### config.mk
export PLATFORM = sky130hd
export DESIGN_NAME = edge_event_arbiter
export DESIGN_NICKNAME = d
export VERILOG_FILES = /design/src/rtl/edge_event_arbiter.sv
export SDC_FILE = /design/constraint.sdc
export NUM_CORES = 1
export LEC_CHECK = 0
export CAP_MARGIN = 0
export CORE_AREA = 2 2 57 59
export CTS_BUF_LIST = sky130_fd_sc_hd__clkbuf_4
export CTS_CLUSTER_DIAMETER = 200
export DETAILED_ROUTE_END_ITERATION = 12
export DIE_AREA = 0 0 59 61
export PLACE_DENSITY = 0.84
export SYNTH_ARGS = -nofsm -noshare
export SYNTH_HDL_FRONTEND = slang
export SYNTH_SLANG_ARGS = --single-unit
### constraint.sdc
create_clock -name clk -period 5.1 [get_ports clk]
set_input_delay 0.765 -clock clk [delete_from_list [all_inputs] [get_ports clk]]
set_output_delay 0.765 -clock clk [all_outputs]
set_load 0.02 [all_outputs]
### src/rtl/edge_event_arbiter.sv
// edge_event_arbiter
//   Collects edge events from N asynchronous pulse pins and serializes them onto
//   a single valid/ready event port with round-robin fairness.
//
//   Each channel: SYNC_STAGES-flop synchronizer -> delay flop -> edge detect ->
//   mode filter -> one-deep pending slot. A registered output stage takes one
//   pending event per cycle, searching from the round-robin pointer upward.
//
// Ports
//   clk         system clock (rising edge)
//   rst_n       asynchronous active-low reset
//   i_pulse     raw pulse inputs, asynchronous to clk
//   i_edge_sel  per-channel mode [2c+1:2c]: 00 off, 01 rise, 10 fall, 11 both
//   i_ovf_clr   write-1-to-clear for o_ovf
//   i_ready     consumer accepts the current event
//   o_valid     event present on output
//   o_id        channel of current event
//   o_fall      0 = rising edge event, 1 = falling edge event
//   o_pending   per-channel pending slot occupied
//   o_ovf       sticky per-channel overflow flag
module edge_event_arbiter #(
    parameter int unsigned N           = 4,
    parameter int unsigned SYNC_STAGES = 2,
    localparam int unsigned IDW        = $clog2(N)
) (
    input  logic           clk,
    input  logic           rst_n,
    input  logic [N-1:0]   i_pulse,
    input  logic [2*N-1:0] i_edge_sel,
    input  logic [N-1:0]   i_ovf_clr,
    input  logic           i_ready,
    output logic           o_valid,
    output logic [IDW-1:0] o_id,
    output logic           o_fall,
    output logic [N-1:0]   o_pending,
    output logic [N-1:0]   o_ovf
);

    logic [N-1:0]   sync_q [SYNC_STAGES];
    logic [N-1:0]   dly_q;
    logic [N-1:0]   pend_q, pend_d;
    logic [N-1:0]   type_q, type_d;
    logic [N-1:0]   ovf_q, ovf_d;
    logic [IDW-1:0] ptr_q, ptr_d;
    logic           valid_q, valid_d;
    logic [IDW-1:0] id_q, id_d;
    logic           fall_q, fall_d;

    logic [N-1:0]   sync_s, rise, fall, ev, ovf_set, gnt_oh, drain;
    logic           out_free, gnt_found;
    logic [IDW-1:0] gnt_id, idx;

    assign sync_s   = sync_q[SYNC_STAGES-1];
    assign rise     = sync_s & ~dly_q;
    assign fall     = ~sync_s & dly_q;
    assign out_free = ~valid_q | i_ready;

    // Mode filter: a cycle carries at most one of rise/fall per channel.
    always_comb begin
        ev = '0;
        for (int c = 0; c < N; c++) begin
            ev[c] = (rise[c] & i_edge_sel[2*c]) | (fall[c] & i_edge_sel[2*c+1]);
        end
    end

    // Round-robin search starting at ptr_q, wrapping N-1 -> 0.
    always_comb begin
        gnt_found = 1'b0;
        gnt_id    = '0;
        gnt_oh    = '0;
        idx       = '0;
        for (int unsigned i = 0; i < N; i++) begin
            idx = IDW'((32'(ptr_q) + i) % N);
            if (!gnt_found && pend_q[idx]) begin
                gnt_found   = 1'b1;
                gnt_id      = idx;
                gnt_oh[idx] = 1'b1;
            end
        end
    end

    assign drain = gnt_oh & {N{out_free}};

    // Pending slots: a new edge reloads a slot that is draining this cycle;
    // otherwise an occupied slot keeps its oldest event and flags overflow.
    always_comb begin
        pend_d  = pend_q;
        type_d  = type_q;
        ovf_set = '0;
        for (int c = 0; c < N; c++) begin
            if (ev[c]) begin
                if (pend_q[c] && !drain[c]) begin
                    ovf_set[c] = 1'b1;
                end else begin
                    pend_d[c] = 1'b1;
                    type_d[c] = fall[c];
                end
            end else if (drain[c]) begin
                pend_d[c] = 1'b0;
            end
        end
        ovf_d = (ovf_q & ~i_ovf_clr) | ovf_set;
    end

    // Output register and pointer advance.
    always_comb begin
        valid_d = valid_q;
        id_d    = id_q;
        fall_d  = fall_q;
        ptr_d   = ptr_q;
        if (out_free) begin
            valid_d = gnt_found;
            if (gnt_found) begin
                id_d   = gnt_id;
                fall_d = type_q[gnt_id];
                ptr_d  = (gnt_id == IDW'(N-1)) ? '0 : gnt_id + 1'b1;
            end
        end
    end

    always_ff @(posedge clk or negedge rst_n) begin
        if (!rst_n) begin
            for (int k = 0; k < SYNC_STAGES; k++) begin
                sync_q[k] <= '0;
            end
            dly_q   <= '0;
            pend_q  <= '0;
            type_q  <= '0;
            ovf_q   <= '0;
            ptr_q   <= '0;
            valid_q <= 1'b0;
            id_q    <= '0;
            fall_q  <= 1'b0;
        end else begin
            sync_q[0] <= i_pulse;
            for (int k = 1; k < SYNC_STAGES; k++) begin
                sync_q[k] <= sync_q[k-1];
            end
            dly_q   <= sync_s;
            pend_q  <= pend_d;
            type_q  <= type_d;
            ovf_q   <= ovf_d;
            ptr_q   <= ptr_d;
            valid_q <= valid_d;
            id_q    <= id_d;
            fall_q  <= fall_d;
        end
    end

    assign o_valid   = valid_q;
    assign o_id      = id_q;
    assign o_fall    = fall_q;
    assign o_pending = pend_q;
    assign o_ovf     = ovf_q;

endmodule

==> results of run 1 <==
[logic make-up after synthesis]
group / count (synthesis)
xor+xnor: 1
buf+inv: 23
flops: 30
simple gates: 37
mux: 6
fa+ha+maj: 8
compound gates: 46
[flip-flops by register name, summed over array words and instances, names as in the netlist]
| name | flops |
|---|---|
| dly_q | 4 |
| o_ovf | 4 |
| o_pending | 4 |
| sync_q | 4 |
| sync_s | 4 |
| type_q | 4 |
| o_id | 2 |
| ptr_q | 2 |
| o_fall | 1 |
| o_valid | 1 |
[cell type report]
cell class	instances	share of cell area (%)
Multi-Input combinational cell	98	38.8
Sequential cell	30	37.8
Timing Repair Buffer	31	15.5
Inverter	17	3.21
Tap cell	33	2.08
Clock buffer	5	1.89
Clock inverter	3	0.818
[critical path, delay by kind of cell (launching register included)]
family	cells	cell delay, ps
fa+ha+maj	1	480
compound gates	4	630
flops	1	750
simple gates	1	320
buf+inv	1	360
mux	1	480
[where the power goes]
part           internal, mW  switching (mW)  leakage (nW)
Sequential            0.303          0.0984         0.350
Clock                0.0511          0.0837        0.0286
Combinational         0.327           0.396         0.486
[Yosys cell counts, types with 2 or more instances]
cell type and count:
nand3b_1 4, o21ai_0 5, o2bb2ai_1 5, inv_1 17, nand2b_1 3, mux4_2 3, a21o_1 2, ha_1 8
buf_6 3, mux2i_1 2, nor3_1 3, nand2_1 14, a32o_1 4, nor3b_1 4, a21oi_1 12, o22ai_1 4
nor2_1 3, dfrtp_1 30, a31oi_1 5, buf_2 2
[metrics by stage]
stage	worst slack (ps)	instance area (um2)
final	1970	1990
after detailed placement	1990	1930
after global placement	2190	1930
after floorplan	2550	1630
after CTS	1980	1990
after global routing	1800	1990
[per-layer routing]
| layer | GRT usage, % | share of wire (%) | wire length (um) | vias up |
|---|---|---|---|---|
| met5 | 0 | 0 | 0 | - |
| met4 | 10.1 | 2.6 | 90 | 0 |
| met3 | 5.97 | 5.5 | 188 | 11 |
| met2 | 36.3 | 50 | 1700 | 52 |
| met1 | 25.6 | 42 | 1440 | 620 |
| li1 | - | - | - | 610 |
[how the worst max path moves through the flow]
| stage | from | endpoint | slack [ps] | depth (start not counted) |
|---|---|---|---|---|
| CTS | ptr_q[0] | type_q[3] | 1980 | 8 |
| global placement | ptr_q[0] | type_q[3] | 2190 | 8 |
| floorplan | ptr_q[0] | ptr_q[1] | 2550 | 9 |
| detailed placement | ptr_q[0] | type_q[3] | 1990 | 8 |
| global route | ptr_q[0] | type_q[2] | 1800 | 8 |
| finish | ptr_q[0] | type_q[3] | 1970 | 8 |
==> results by group, run 1 <==
Run status
  • Status: finished, final reports clean

Drt
  • Pre-Repair DR Iteration Count: 4
  • DRT iter0 DRCs: 46
  • Vias/cell: 5.96
  • DR vias: 1293
  • Detail Route Antenna Nets: 0
  • Avg WL per Cell: 15.7 um
  • Total Wirelength: 3.42 mm
  • DR DRC count: 0

Global route
  • Total gr overflow: 0
  • Vias in the first global route: 1251
  • Initial antenna violation count: 0
  • Overall global routing resource usage: 21.5%
  • Global-route wire length before repair: 5.63 mm
  • Largest net degree at the start of global routing: 31

Worst setup path
  • Delay of the slowest cell on the worst path: 750 ps
  • FF-to-FF Start: ptr_q[0]
  • R2r worst-path depth: 8
  • Slowest-stage cell, CP: dfrtp_1
  • Setup crit end kind: register
  • CP startpoint kind: register
  • Crit path DAT: 3350 ps
  • Crit Reg-Reg Endpoint: type_q[3]
  • Setup CP Type: reg -> reg
  • FF-to-FF setup slack: 1970 ps
  • Worst Path Max Fanout: 15
  • WP data required: 5320 ps
  • Cells along the critical path: inv_1, ha_1, mux4_2, nor3_4, a32o_1, o21ai_0, a21oi_1, o2bb2ai_1

Clock network
  • Post-CTS Setup Bufs: 0
  • Hold_buf cts: 0
  • CTS sink count: 30
  • Number of buffers created by CTS: 5
  • CTS tree: done
  • Reg clk slew, reported paths: 100 ps
  • CTS root buf: clkbuf_4
  • Clock Tree Buf Depth: 2
  • Latest clock arrival within the worst-skew pair: 330 ps
  • H-tree Lvls: 2
  • Cts repair resizes: 0

STA
  • Setup-failing EPs final: 0
  • Max Freq: 0.320 GHz
  • Period utilisation layout: 61.4%
  • Hold_ws: 351 ps
  • Relative slew slack: 58.5%
  • Final hold viol count: 0
  • Unrepaired setup endpoints after global routing: no
  • Post-Route Setup TNS: 0 ps
  • Min Tclk post-route: 3130 ps
  • Slew Viols, Final: 0
  • Slew @ Worst Pin: 622 ps
  • Worst Skew: 7.76 ps

Placed design
  • Hpwl dp: 2.59 mm
  • PortBufs: 30
  • Final Wtd Congestion: 0.894
  • Placed cells: 209

Synth
  • Syn Inst Count: 151
  • Synth Area in Compound Gates: 20.6%
  • Seq/Total Area, Yosys: 46.0%
  • Post-synth top flop: dfrtp_1
  • Proportion of synthesized area in mux cells: 6.97%
  • Post-synth cell types: 38
  • Post-Syn Nets: 178
  • Mapped Avg Cell Area: 10.8 um2
  • Ys async rst share: 100%
  • Synth Warn #: 0
  • Area of the mapped netlist: 1630 um2
  • Top cell type by total area after synthesis: dfrtp_1
  • Synth Area in Simple Gates: 13.0%
  • XOR/XNOR Fraction of Synth Area: 0.536%
  • Seq cells post-synth: 30
  • Count of flip-flops with a built-in enable after synthesis: 0
  • Synth top area cells: dfrtp_1 (46%), ha_1 (6.1%), mux4_2 (4.1%)
  • Largest family of logic cells by synthesized area: compound AO/OA/AOI/OAI gates
  • Synth Area in Adders: 6.13%
  • Share of the synthesized area in the top cell type: 46.0%

Layout
  • Layout Cells excl Fill: 217
  • Fill cells: 221
  • Fin util: 67.3%
  • Total Nets Final: 210
  • Multi-input gate area: 771 um2
  • N_diodes: 0
  • Commonest cells after routing, fill and taps aside: dfrtp_1 (30), clkdlybuf4s50_1 (30), inv_1 (17)
  • P&R area growth vs syn: 21.8%
  • Register area: 751 um2
  • Share of layout cells above drive strength 1: 9.24%

Die
  • Die height: 61 um
  • I/O pin total: 31
  • Starting Density: 55.3%
  • Core area: 2950 um2
  • Die width: 59 um
  • Die area: 3600 um2
  • Row count: 20

Worst hold path
  • Hold Path End: sync_s[2]
  • Hold path start: sync_q[6]
  • Hold crit path type: reg -> reg
  • Hold path depth: 0

Power and ir drop
  • Pwr Density: 634 nW/um2
  • Final Power: 1.26 mW
  • Peak VDD IR: 0.294 mV
  • P_leak: 0.865 nW

Job
  • Max cap viols: 0
Power figures use the tool's default switching activity.
==> run 2: changes to the inputs <==
--- a/config.mk
+++ b/config.mk
@@ -6,12 +6,12 @@
 export NUM_CORES = 1
 export LEC_CHECK = 0
 export CAP_MARGIN = 0
-export CORE_AREA = 2 2 57 59
+export CORE_AREA = 2 2 62 64
 export CTS_BUF_LIST = sky130_fd_sc_hd__clkbuf_4
 export CTS_CLUSTER_DIAMETER = 200
 export DETAILED_ROUTE_END_ITERATION = 12
-export DIE_AREA = 0 0 59 61
-export PLACE_DENSITY = 0.84
+export DIE_AREA = 0 0 64 66
+export PLACE_DENSITY = 0.75
 export SYNTH_ARGS = -nofsm -noshare
 export SYNTH_HDL_FRONTEND = slang
 export SYNTH_SLANG_ARGS = --single-unit
==> constraint.sdc (replaced) <==
create_clock -name clk -period 2.7 [get_ports clk]
set_input_delay 0.405 -clock clk [delete_from_list [all_inputs] [get_ports clk]]
set_output_delay 0.405 -clock clk [all_outputs]
set_load 0.02 [all_outputs]
==> results by group, run 2 (same netlist as run 1, synthesis figures left out) <==
Worst setup path
  • Worst Path Max Fanout: 11
  • FF-to-FF setup slack: 260 ps
  • Crit path capture: type_q[0]
  • FF-to-FF Start: ptr_q[0]
  • Setup crit end kind: register
  • CP startpoint kind: register
  • Crit Reg-Reg Endpoint: type_q[0]
  • WP data required: 2930 ps
  • Setup crit start: ptr_q[0]
  • Crit path DAT: 2670 ps
  • R2r worst-path depth: 8
  • Setup CP Type: reg -> reg

Drt
  • Vias/cell: 5.58
  • DR vias: 1311
  • DR DRC count: 0
  • Avg WL per Cell: 15.6 um
  • Wire length on met3: 176 um
  • Total Wirelength: 3.67 mm
  • Met2 wire len: 1.85 mm
  • Pre-Repair DR Iteration Count: 4
  • Max layer used: met4
  • Met1 wire length: 1.51 mm
  • DRT iter0 DRCs: 19
  • Detail Route Antenna Nets: 0

STA
  • Final hold viol count: 0
  • Min Tclk post-route: 2440 ps
  • Period utilisation layout: 90.3%
  • Worst Skew: 7.17 ps
  • Slew Viols, Final: 0
  • Setup-failing EPs final: 0
  • Slew @ Worst Pin: 369 ps
  • Unrepaired setup endpoints after global routing: no
  • Post-Route Setup TNS: 0 ps
  • Max Freq: 0.410 GHz
  • Final WS setup: 263 ps
  • Relative slew slack: 75.4%

Clock network
  • Post-CTS Setup Bufs: 0
  • Cts repair resizes: 0
  • Reg clk slew, reported paths: 90 ps
  • CTS sink count: 30
  • Number of buffers created by CTS: 5
  • CTS root buf: clkbuf_4
  • H-tree Lvls: 2
  • Clock Tree Buf Depth: 2
  • Hold_buf cts: 0
  • CTS tree: done
  • Latest clock arrival within the worst-skew pair: 330 ps

Die
  • Row count: 22
  • Die area: 4220 um2
  • Core area: 3550 um2
  • Die width: 64 um
  • I/O pin total: 31
  • Die height: 66 um
  • Starting Density: 46.0%

Layout
  • Commonest cells after routing, fill and taps aside: clkdlybuf4s50_1 (30), dfrtp_1 (29), inv_1 (17)
  • N_diodes: 0
  • Layout Cells excl Fill: 235
  • Final instance area: 2030 um2
  • Total Nets Final: 213
  • Fill cells: 304
  • P&R area growth vs syn: 24.4%
  • Multi-input gate area: 771 um2
  • Register area: 752 um2
  • Fin util: 57.2%
  • Commonest non-fill, non-tap cell in the layout: clkdlybuf4s50_1
  • Share of layout cells above drive strength 1: 11.2%

Run status
  • Status: finished, final reports clean

Global route
  • Vias in the first global route: 1380
  • Total gr overflow: 0
  • Overall global routing resource usage: 20.3%
  • Largest net degree at the start of global routing: 31
  • Initial antenna violation count: 0
  • Global-route wire length before repair: 6.42 mm

Placed design
  • Area after DPL: 1980 um2
  • PortBufs: 30
  • Hpwl dp: 2.81 mm
  • Final Wtd Congestion: 0.862
  • Placed cells: 227
  • Pre-CTS setup slack: 182 ps

Worst hold path
  • Hold crit path type: reg -> reg

Power and ir drop
  • Peak VDD IR: 0.631 mV
  • P_leak: 0.883 nW
  • Pwr Density: 1200 nW/um2

Job
  • Max cap viols: 0
-- run 2: changes by cell type in the layout (fill, tap and decap cells not counted), sizes merged --
cell / delta
clkbuf: +1
clkinvlp: -1
buf: +3
-- run 2: worst max-delay path, cell delays in order (launching register included) --
cell	delay, ps
dfrtp_2	480
inv_1	80
ha_1	370
mux4_2	470
nor3_4	320
a32o_1	220
o21ai_0	140
a21oi_1	180
o2bb2ai_1	80
-- run 2: how the worst min path moves through the flow --
| stage | slack [ps] | depth (start not counted) | start | endpoint |
|---|---|---|---|---|
| 2_1_floorplan | 110 | 0 | rst_n | dly_q[0] |
| 3_3_place_gp | 330 | 0 | sync_q[4] | sync_s[0] |
| 3_5_place_dp | 340 | 0 | sync_q[5] | sync_s[1] |
| 4_1_cts | 360 | 0 | sync_q[4] | sync_s[0] |
| 5_1_grt | 380 | 0 | sync_q[6] | sync_s[2] |
| 6_report | 360 | 0 | sync_q[4] | sync_s[0] |
-- run 2: layout make-up --
class	instances	share of cell area, %
Inverter	17	3.14
Clock buffer	6	2.22
Sequential cell	30	37.0
Clock inverter	2	0.431
Timing Repair Buffer	34	16.3
Multi-Input combinational cell	98	38.0
Tap cell	48	2.96
-- run 2: power by group --
group	internal [mW]	leakage (nW)	switching [mW]
Clock	0.108	0.0331	0.153
Combinational	0.645	0.501	0.806
Sequential	0.575	0.349	0.150
-- run 2: routing by layer --
metal  up-vias  GRT usage [%]
li1        617              -
met1       639           23.5
met2        41           32.9
met3        14           5.62
met4         0           13.3
met5         -              0
-- run 2: metrics by stage --
| step | hold WS, ps | power, mW |
|---|---|---|
| global placement | 333 | 2.11 |
| floorplan | 109 | 1.80 |
| detailed placement | 338 | 2.17 |
| finish | 358 | 2.44 |
| CTS | 361 | 2.44 |
| global route | 378 | 2.62 |
==> run 3: changes to the inputs <==
--- a/config.mk
+++ b/config.mk
@@ -12,6 +12,7 @@
 export DETAILED_ROUTE_END_ITERATION = 12
 export DIE_AREA = 0 0 64 66
 export PLACE_DENSITY = 0.75
+export RECOVER_POWER = 25
 export SYNTH_ARGS = -nofsm -noshare
 export SYNTH_HDL_FRONTEND = slang
 export SYNTH_SLANG_ARGS = --single-unit
==> results by group, run 3 (same netlist as run 1, synthesis figures left out) <==
Worst setup path
  • Delay of the slowest cell on the worst path: 480 ps
  • Setup crit end kind: register
  • Crit path buffers/inverters: 1
  • WP data required: 2930 ps
  • Slowest-stage cell, CP: dfrtp_2
  • Cells along the critical path: inv_1, ha_1, mux4_2, nor3_4, a32o_1, o21ai_0, a21oi_1, o2bb2ai_1
  • Worst Path Max Fanout: 11
  • Crit path DAT: 2670 ps
  • CP delay by family, top: compound AO/OA/AOI/OAI gates
  • Setup CP Type: reg -> reg
  • CP startpoint kind: register

Drt
  • Vias/cell: 5.59
  • Pre-Repair DR Iteration Count: 4
  • DR DRC count: 0
  • Avg WL per Cell: 15.6 um
  • DR vias: 1314
  • Detail Route Antenna Nets: 0
  • Total Wirelength: 3.67 mm
  • DRT iter0 DRCs: 19

Global route
  • Initial antenna violation count: 0
  • Vias in the first global route: 1380
  • Overall global routing resource usage: 20.3%
  • Global-route wire length before repair: 6.42 mm
  • Total gr overflow: 0
  • Largest net degree at the start of global routing: 31

Die
  • Row count: 22
  • Core area: 3550 um2
  • Die height: 66 um
  • Die area: 4220 um2
  • Starting Density: 46.0%
  • I/O pin total: 31
  • Die width: 64 um

STA
  • Final WS setup: 264 ps
  • Slew @ Worst Pin: 1550 ps
  • Max Freq: 0.410 GHz
  • Final hold viol count: 0
  • Unrepaired setup endpoints after global routing: no
  • Setup-failing EPs final: 0
  • Min Tclk post-route: 2440 ps
  • Relative slew slack: -3.18%
  • Period utilisation layout: 90.2%
  • Slew Viols, Final: 31
  • Post-Route Setup TNS: 0 ps
  • Worst Skew: 7.06 ps

Placed design
  • Hpwl dp: 2.81 mm
  • Placed cells: 227
  • PortBufs: 30
  • Pre-CTS setup slack: 182 ps
  • Final Wtd Congestion: 0.862

Layout
  • Layout Cells excl Fill: 235
  • Share of layout cells above drive strength 1: 10.7%
  • Commonest non-fill, non-tap cell in the layout: dfrtp_1
  • N_diodes: 0
  • Fin util: 57.1%
  • Total Nets Final: 213
  • P&R area growth vs syn: 24.1%
  • Commonest cells after routing, fill and taps aside: dfrtp_1 (29), clkdlybuf4s50_1 (25), inv_1 (17)

Run status
  • Status: complete, but fails checks
  • Violated checks: max-capacitance violations, max-slew violations

Power and ir drop
  • Peak VDD IR: 0.631 mV
  • Final Power: 2.43 mW
  • P_leak: 0.881 nW
  • Pwr Density: 1200 nW/um2

Clock network
  • H-tree Lvls: 2
  • Reg clk slew, reported paths: 90 ps
  • Latest clock arrival within the worst-skew pair: 330 ps
  • Hold_buf cts: 0
  • CTS sink count: 30
  • Number of buffers created by CTS: 5
  • Clock Tree Buf Depth: 2
  • CTS tree: done
  • CTS root buf: clkbuf_4

Job
  • Max cap viols: 1

Worst hold path
  • Hold crit path type: reg -> reg
run 3: cell count changes in the layout (fill, tap and decap cells not counted), sizes merged:
cell           change
clkdlybuf4s50      -5
dlygate4sd3        +5
buf                -1
clkbuf             +1
run 3: area by class of cell:
| cell class | count | area [um2] |
|---|---|---|
| clock inverter | 2 | 8.76 |
| clock buffer | 6 | 45.0 |
| fill | 304 | 1520 |
| timing repair buffer | 34 | 327 |
| inverter | 17 | 63.8 |
| multi-input combinational | 98 | 771 |
| sequential | 30 | 752 |
| tap | 48 | 60.1 |
run 3: metal layers:
metal	global-route usage, %	up-vias	part of all wire [%]
met2	32.9	45	50
met5	0	-	0
met1	23.5	638	41
met4	13.3	0	3.9
li1	-	617	-
met3	5.62	14	5.0
run 3: power by group:
part / internal [mW] / switching [mW]
Combinational: 0.643 / 0.806
Clock: 0.108 / 0.153
Sequential: 0.575 / 0.150
Total: 1.33 / 1.11
run 3: repair_timing:
action / 4_1_cts / 5_1_grt
setup endpoints to repair: 0 / 1
buffers inserted: 0 / 0
gates resized for setup: 0 / 1
run 3: stage by stage:
step	hold slack (ps)	area (um2)
after global routing	378	2030
final	358	2030
after floorplan	109	1630
after global placement	333	1980
after CTS	361	2030
after detailed placement	338	1980
run 3: worst paths after layout:
kind                            from   endpoint  slack (ps)  depth (start not counted)
max                         ptr_q[0]  type_q[0]         260                          8
min                        sync_q[4]  sync_s[0]         360                          0
max reg2reg                 ptr_q[0]  type_q[0]         260                          8
min reg2reg                sync_q[4]  sync_s[0]         360                          0
max in group asynchronous      rst_n   ptr_q[0]         710                          2
min in group asynchronous      rst_n  sync_q[4]         980                          2
